==> config.mk <==
export PLATFORM = sky130hd
export DESIGN_NAME = pipelined_read_mux
export DESIGN_NICKNAME = d
export VERILOG_FILES = /design/src/rtl/pipelined_read_mux.sv
export SDC_FILE = /design/constraint.sdc
export NUM_CORES = 1
export LEC_CHECK = 0
export BUFFER_PORTS_ARGS = -buffer_cell sky130_fd_sc_hd__buf_4
export CORE_AREA = 2 2 433 435
export CTS_BUF_LIST = sky130_fd_sc_hd__clkbuf_16
export DETAILED_ROUTE_END_ITERATION = 8
export DIE_AREA = 0 0 435 437
export RECOVER_POWER = 25
export SETUP_SLACK_MARGIN = 0.02
export SYNTH_ARGS = -nofsm -noshare
export SYNTH_HDL_FRONTEND = slang
export SYNTH_SLANG_ARGS = --single-unit
==> constraint.sdc <==
create_clock -name clk -period 1.7 [get_ports clk]
set_input_delay 0.34 -clock clk [delete_from_list [all_inputs] [get_ports clk]]
set_output_delay 0.34 -clock clk [all_outputs]
set_load 0.02 [all_outputs]
==> src/rtl/pipelined_read_mux.sv <==
// Register-file read-port selector: picks one of NUM_INPUTS packed words and registers it.
// Define MUX_BYPASS_EN to forward a same-cycle write-back and count forwarded reads.
module pipelined_read_mux #(
  parameter int WORD_LENGTH = 32,
  parameter int NUM_INPUTS  = 32,
  parameter int NBITS       = $clog2(NUM_INPUTS),
  parameter bit ZERO_REG    = 1'b1
) (
  input  logic                              clk,
  input  logic                              reset,
  input  logic [NUM_INPUTS*WORD_LENGTH-1:0] Data_In,
  input  logic [NBITS-1:0]                  Selector,
  input  logic                              In_Valid,
  input  logic                              Stall,
  input  logic                              Wr_En,
  input  logic [NBITS-1:0]                  Wr_Addr,
  input  logic [WORD_LENGTH-1:0]            Wr_Data,
  output logic [WORD_LENGTH-1:0]            Mux_Output,
  output logic                              Out_Valid,
  output logic                              Sel_Error,
  output logic [15:0]                       Fwd_Count
);

  logic [WORD_LENGTH-1:0] words [NUM_INPUTS];
  logic [WORD_LENGTH-1:0] selWord;
  logic                   inRange;
  logic                   isZeroReg;

  logic [WORD_LENGTH-1:0] muxOutQ, muxOutD;
  logic                   outValidQ, outValidD;
  logic                   selErrQ, selErrD;

  for (genvar g = 0; g < NUM_INPUTS; g++) begin : gUnpack
    assign words[g] = Data_In[g*WORD_LENGTH +: WORD_LENGTH];
  end

  // Out-of-range indices exist only for non-power-of-2 NUM_INPUTS; never let them index words.
  assign inRange   = (32'(Selector) < NUM_INPUTS);
  assign isZeroReg = ZERO_REG && (Selector == '0);
  assign selWord   = inRange ? words[Selector] : '0;

`ifdef MUX_BYPASS_EN
  logic        fwdHit;
  logic [15:0] fwdCountQ, fwdCountD;

  assign fwdHit = Wr_En && (Wr_Addr == Selector) && inRange && !isZeroReg;
`else
  logic unusedWrPort;
  assign unusedWrPort = ^{Wr_En, Wr_Addr, Wr_Data};
`endif

  always_comb begin
    muxOutD   = muxOutQ;
    outValidD = outValidQ;
    selErrD   = selErrQ;
`ifdef MUX_BYPASS_EN
    fwdCountD = fwdCountQ;
`endif
    if (!Stall) begin
      outValidD = In_Valid;
      if (In_Valid) begin
        selErrD = 1'b0;
        if (!inRange) begin
          muxOutD = '0;
          selErrD = 1'b1;
        end else if (isZeroReg) begin
          muxOutD = '0;
`ifdef MUX_BYPASS_EN
        end else if (fwdHit) begin
          muxOutD = Wr_Data;
          if (fwdCountQ != 16'hFFFF) fwdCountD = fwdCountQ + 16'd1;
`endif
        end else begin
          muxOutD = selWord;
        end
      end
    end
  end

  always_ff @(posedge clk) begin
    if (!reset) begin
      muxOutQ   <= '0;
      outValidQ <= 1'b0;
      selErrQ   <= 1'b0;
`ifdef MUX_BYPASS_EN
      fwdCountQ <= 16'h0000;
`endif
    end else begin
      muxOutQ   <= muxOutD;
      outValidQ <= outValidD;
      selErrQ   <= selErrD;
`ifdef MUX_BYPASS_EN
      fwdCountQ <= fwdCountD;
`endif
    end
  end

  assign Mux_Output = muxOutQ;
  assign Out_Valid  = outValidQ;
  assign Sel_Error  = selErrQ;
`ifdef MUX_BYPASS_EN
  assign Fwd_Count  = fwdCountQ;
`else
  assign Fwd_Count  = 16'h0000;
`endif

endmodule

* Word level (Yosys, flattened, before mapping)
Cells that the tools add are included.
W data, S select, Z words.
** Word-level totals
- Register bits after elaboration :: 33
- Memory bits (writable) :: 0
- Bits in latches :: 0
- Logic and storage cells :: 11
- Bits in read-only memories :: 0
- Memories :: 0
** Operators by class
- Mux-type cells :: 4
- Multiply operators :: 0
- Reductions and logical operators :: 2
- Divide/modulo/power cells :: 0
- Add/subtract/negate cells :: 0
- Bitwise gates (word level) :: 2
- $lt $le $gt $ge :: 1
- Shift operators :: 0
- Equal/unequal tests :: 0
** Operator list (count)
- $bmux W32 S5 :: 1
- $mux W32 :: 3
- $ge A6 B6 Y1 const B :: 1
- $not A5 Y6 :: 1
- $logic_not A5 Y1 :: 1
- $reduce_and A2 Y1 :: 1
- $not A1 Y1 :: 1

* Depth between registers and ports, before layout
- Depth after elaboration :: 5
- Gate-level depth with buffers :: 9
- Gate-level depth less buffers :: 4

* Worst setup path after synthesis
No wires, ideal clock.
- Kind :: input -> register
- Start :: input port Selector[1]
- End :: register muxOutQ[11], in the netlist Mux_Output[11]
- Path buffers :: 2
- Stages on the path :: 6
- Arrival time :: 1.671 ns
- Library setup time :: 0.134 ns
- Slack :: -0.104 ns
- Cell sequence :: buf_2 -> buf_2 -> mux4_2 -> mux2i_1 -> o2111a_1 -> o31ai_2
** On the way
- Cells in the longest elaborated chain, start to end :: 5
** Ends and longest elaborated chain
- start: declaration :: RTL line 12 : input logic [NBITS-1:0] Selector,
- $not A5 Y6 (not written as such) :: RTL line 40 : assign selWord = inRange ? words[Selector] : '0;
- $bmux W32 S5 :: RTL line 40
- $mux W32 (not written as such) (2 in a row) :: RTL line 40
- $mux W32 (*) :: RTL line 66 : end else if (isZeroReg) begin
- end signal: assignment :: RTL line 89 : muxOutQ <= muxOutD;
- end: declaration :: RTL line 29 : logic [WORD_LENGTH-1:0] muxOutQ, muxOutD;
Every way passes the cells marked *; elsewhere a longest branch is shown, timed or not. The select of a mux whose other input is x is not followed.
A chain may end at the register's enable or synchronous reset.

* Final worst setup path
- Start :: input port Selector[1]
- End :: register muxOutQ[10], in the netlist Mux_Output[10]
The elaborated chain is that of the path after synthesis.

==> results.yml <==
clock_network:
  cts_tree: "yes"
  cts_root_buffer: "clkbuf_16"
  clock-sinks: 33
  ctsHoldBuffers: 0
  clk_latency_ns: 0.34
  cts_buffers: 5
  cts_htree_levels: 2
  clk_pin_slew_worst_paths_ns: 0.09
  clk_path_buf_depth: 2
synthesis:
  synth_edf_count: 0
  synth_seq_area_share_pct: 6.59
  async_flop_share_pct: 0
  synth_ff_type: "dfxtp_1"
  syn_inst: 861
  avgSynthCellArea_um2: 11.6
  synth_cell_types: 32
  synth.ff_latch_count: 33
  synth_warnings: 0
  netlist_area_um2: 10000
worst_setup_path:
  path_buf_inv: 3
  critPathMaxFanout: 7
  startpoint_type: "primary input"
  end_kind: "register"
  cp-endpoint: "Mux_Output[10]$_SDFFE_PN0P_"
  r2r-start: "Mux_Output[2]$_SDFFE_PN0P_"
  critPathMaxStageDelay_ns: 0.54
  crit_slowest_cell: "mux2i_1"
  ff2ff_path_depth: 3
  path_cells: "buf_16 > buf_12 > buf_4 > mux4_2 > mux2i_1 > o2111a_1 > o31ai_2"
  path_depth: 7
  rrSetupSlack_ns: 0.42
  required_ns: 1.93
  crit_type: "primary input to register"
  reg2reg_to: "Mux_Output[2]$_SDFFE_PN0P_"
  cp_top_family: "multiplexers"
  startpoint: "Selector[1]"
  worstPathArrival_ns: 2.13
sta:
  hold_viol: 0
  finalSetupTns_ns: -2.48
  drv_slew: 0
  finalSetupViolCount: 28
  finalClockSkew_ns: 0
  period_needed_ns: 1.89
  tightestPinTransition_ns: 0.644
  max_slew_margin_pct: 55.9
  rsz0062_at_grt: "true"
  finalWorstSetupSlack_ns: -0.192
  clock.fmax_ghz: 0.529
  fin_crit_sh_pct: 111
die:
  ios: 1121
  fp.dieW_um: 435
  die_h_um: 437
  dieArea_um2: 190000
  num_rows: 158
  core_region_area_um2: 185000
  initial_utilization_pct: 5.42
grt:
  antenna_found_initial: 84
  overflow: 0
  grt_pass1_vias: 16000
  grt.total_usage_pct: 14.7
  grt_max_degree: 38
  grt_pass1_wl_mm: 180
min_path:
  hold_start: "Stall"
  hold_path_class: "primary input to register"
power_and_ir_drop:
  p_total_mw: 8.84
  max-vdd-ir-drop_mv: 0.382
  leakage_nw: 10.3
  cellPowerDensity_nw_per_um2: 355
status:
  violations: "setup timing"
  status: "finished with violations"
cells_and_area:
  final_cell_mix: "buf_4, mux4_2, mux2i_1, buf_12"
  mostFrequentLayoutCell: "buf_4"
  final_nets: 3209
  syn2layout_area_growth_pct: 148
  post_route_cells_drive_above_1_share_pct: 81.2
route:
  drt-initial-drc-count: 1303
  vias: 15200
  route.detailed.drc: 0
  wl_per_cell_um: 31.6
  dr.pass1.iters: 7
  totalWireLength_mm: 147
  ant_nets: 0
  vias_per_cell: 3.26
placement:
  gp_congestion: 0.983
  hpwl_mm: 130
  portBuffers: 1065
job:
  maxCapViolCount: 0
## stage by stage
stage	instances	cell area (um^2)	utilization, %	hold WS, ns	setup slack, ns
floorplan	877	10300	-	0.496	-0.00132
global placement	4530	22800	12.3	0.461	-1.24
detailed placement	4530	22800	12.3	0.475	-1.19
CTS	4592	24300	13.1	0.349	-0.207
global route	4637	24900	13.4	0.376	-0.201
finish	4649	24900	13.4	0.394	-0.192
## cell type report
type	instances	area [um^2]
multi-input cells	699	9210
inverters	1	3.75
clock inverters	3	13.8
fillers	21200	160000
repair buffers	1398	11700
well taps	2480	3100
clock buffers	5	125
flip-flops and latches	33	663
diodes	30	75.1
## worst register-to-register path: stages (launching register included)
cell and delay (ns):
dfxtp_1 0.67, nand3_1 0.18, o2111a_2 0.27, o31ai_2 0.09
## worst min path at each step
stage / to / slack, ns / cells past startpoint
after global routing: Out_Valid$_SDFFE_PN0N_ / 0.38 / 4
after global placement: Out_Valid$_SDFFE_PN0N_ / 0.46 / 2
after CTS: Out_Valid$_SDFFE_PN0N_ / 0.35 / 4
after floorplan: Out_Valid$_SDFFE_PN0N_ / 0.50 / 2
after detailed placement: Out_Valid$_SDFFE_PN0N_ / 0.48 / 2
final: Out_Valid$_SDFFE_PN0N_ / 0.39 / 4
## cell usage after synthesis (2+ instances only)
master	count	area share (%)
nand4_1	32	2.0
a21oi_1	32	1.6
o31ai_2	8	1.0
buf_4	22	1.6
dfxtp_1	33	6.6
nand4b_1	33	2.9
mux4_2	192	43
o2111a_1	32	3.6
clkbuf_1	43	1.6
nand3_1	32	1.6
a22oi_2	13	1.6
a211oi_1	20	1.5
buf_6	15	1.7
a211oi_2	12	1.5
buf_1	3	0.11
o31ai_1	24	1.8
buf_2	57	2.8
a22oi_1	51	3.8
mux2i_1	160	16
nor2b_1	34	2.1
buf_12	2	0.40
## per-layer routing
| metal | part of all wire, % | up-vias | global-route usage, % | wire [um] |
|---|---|---|---|---|
| met5 | 0.19 | - | 0 | 275 |
| met4 | 3.4 | 44 | 4.69 | 4930 |
| met3 | 8.2 | 186 | 4.45 | 12000 |
| met2 | 47 | 932 | 24.2 | 68900 |
| met1 | 41 | 7662 | 18.3 | 60600 |
| li1 | - | 6326 | - | - |
## cell families after synthesis
kind of cell / count (synthesis) / share of synthesized area [%]
muxes: 352 / 59.1
other: 1 / 0.0374
buffers and inverters: 145 / 8.56
and+or+nand+nor: 136 / 8.93
DFF: 33 / 6.59
AOI/OAI and AO/OA: 194 / 16.8
## flip-flops by register name, indices dropped and copies added (netlist names)
register,cells
Out_Valid,1
Mux_Output,32
## what timing repair did
action	4_1_cts	5_1_grt
endpoints found under the setup margin	35	33
gates resized for setup	158	86
setup buffers	49	31
gates cloned	8	3
pin swaps	34	45
## power breakdown
group	switching [mW]	total, mW	internal, mW	leakage (nW)
sequential	0.125	0.960	0.835	0.271
clock	0.725	1.27	0.546	0.0750
combinational	2.93	6.61	3.68	9.98
total	3.78	8.84	5.06	10.3
No activity file was read; power rests on OpenSTA's default activity.
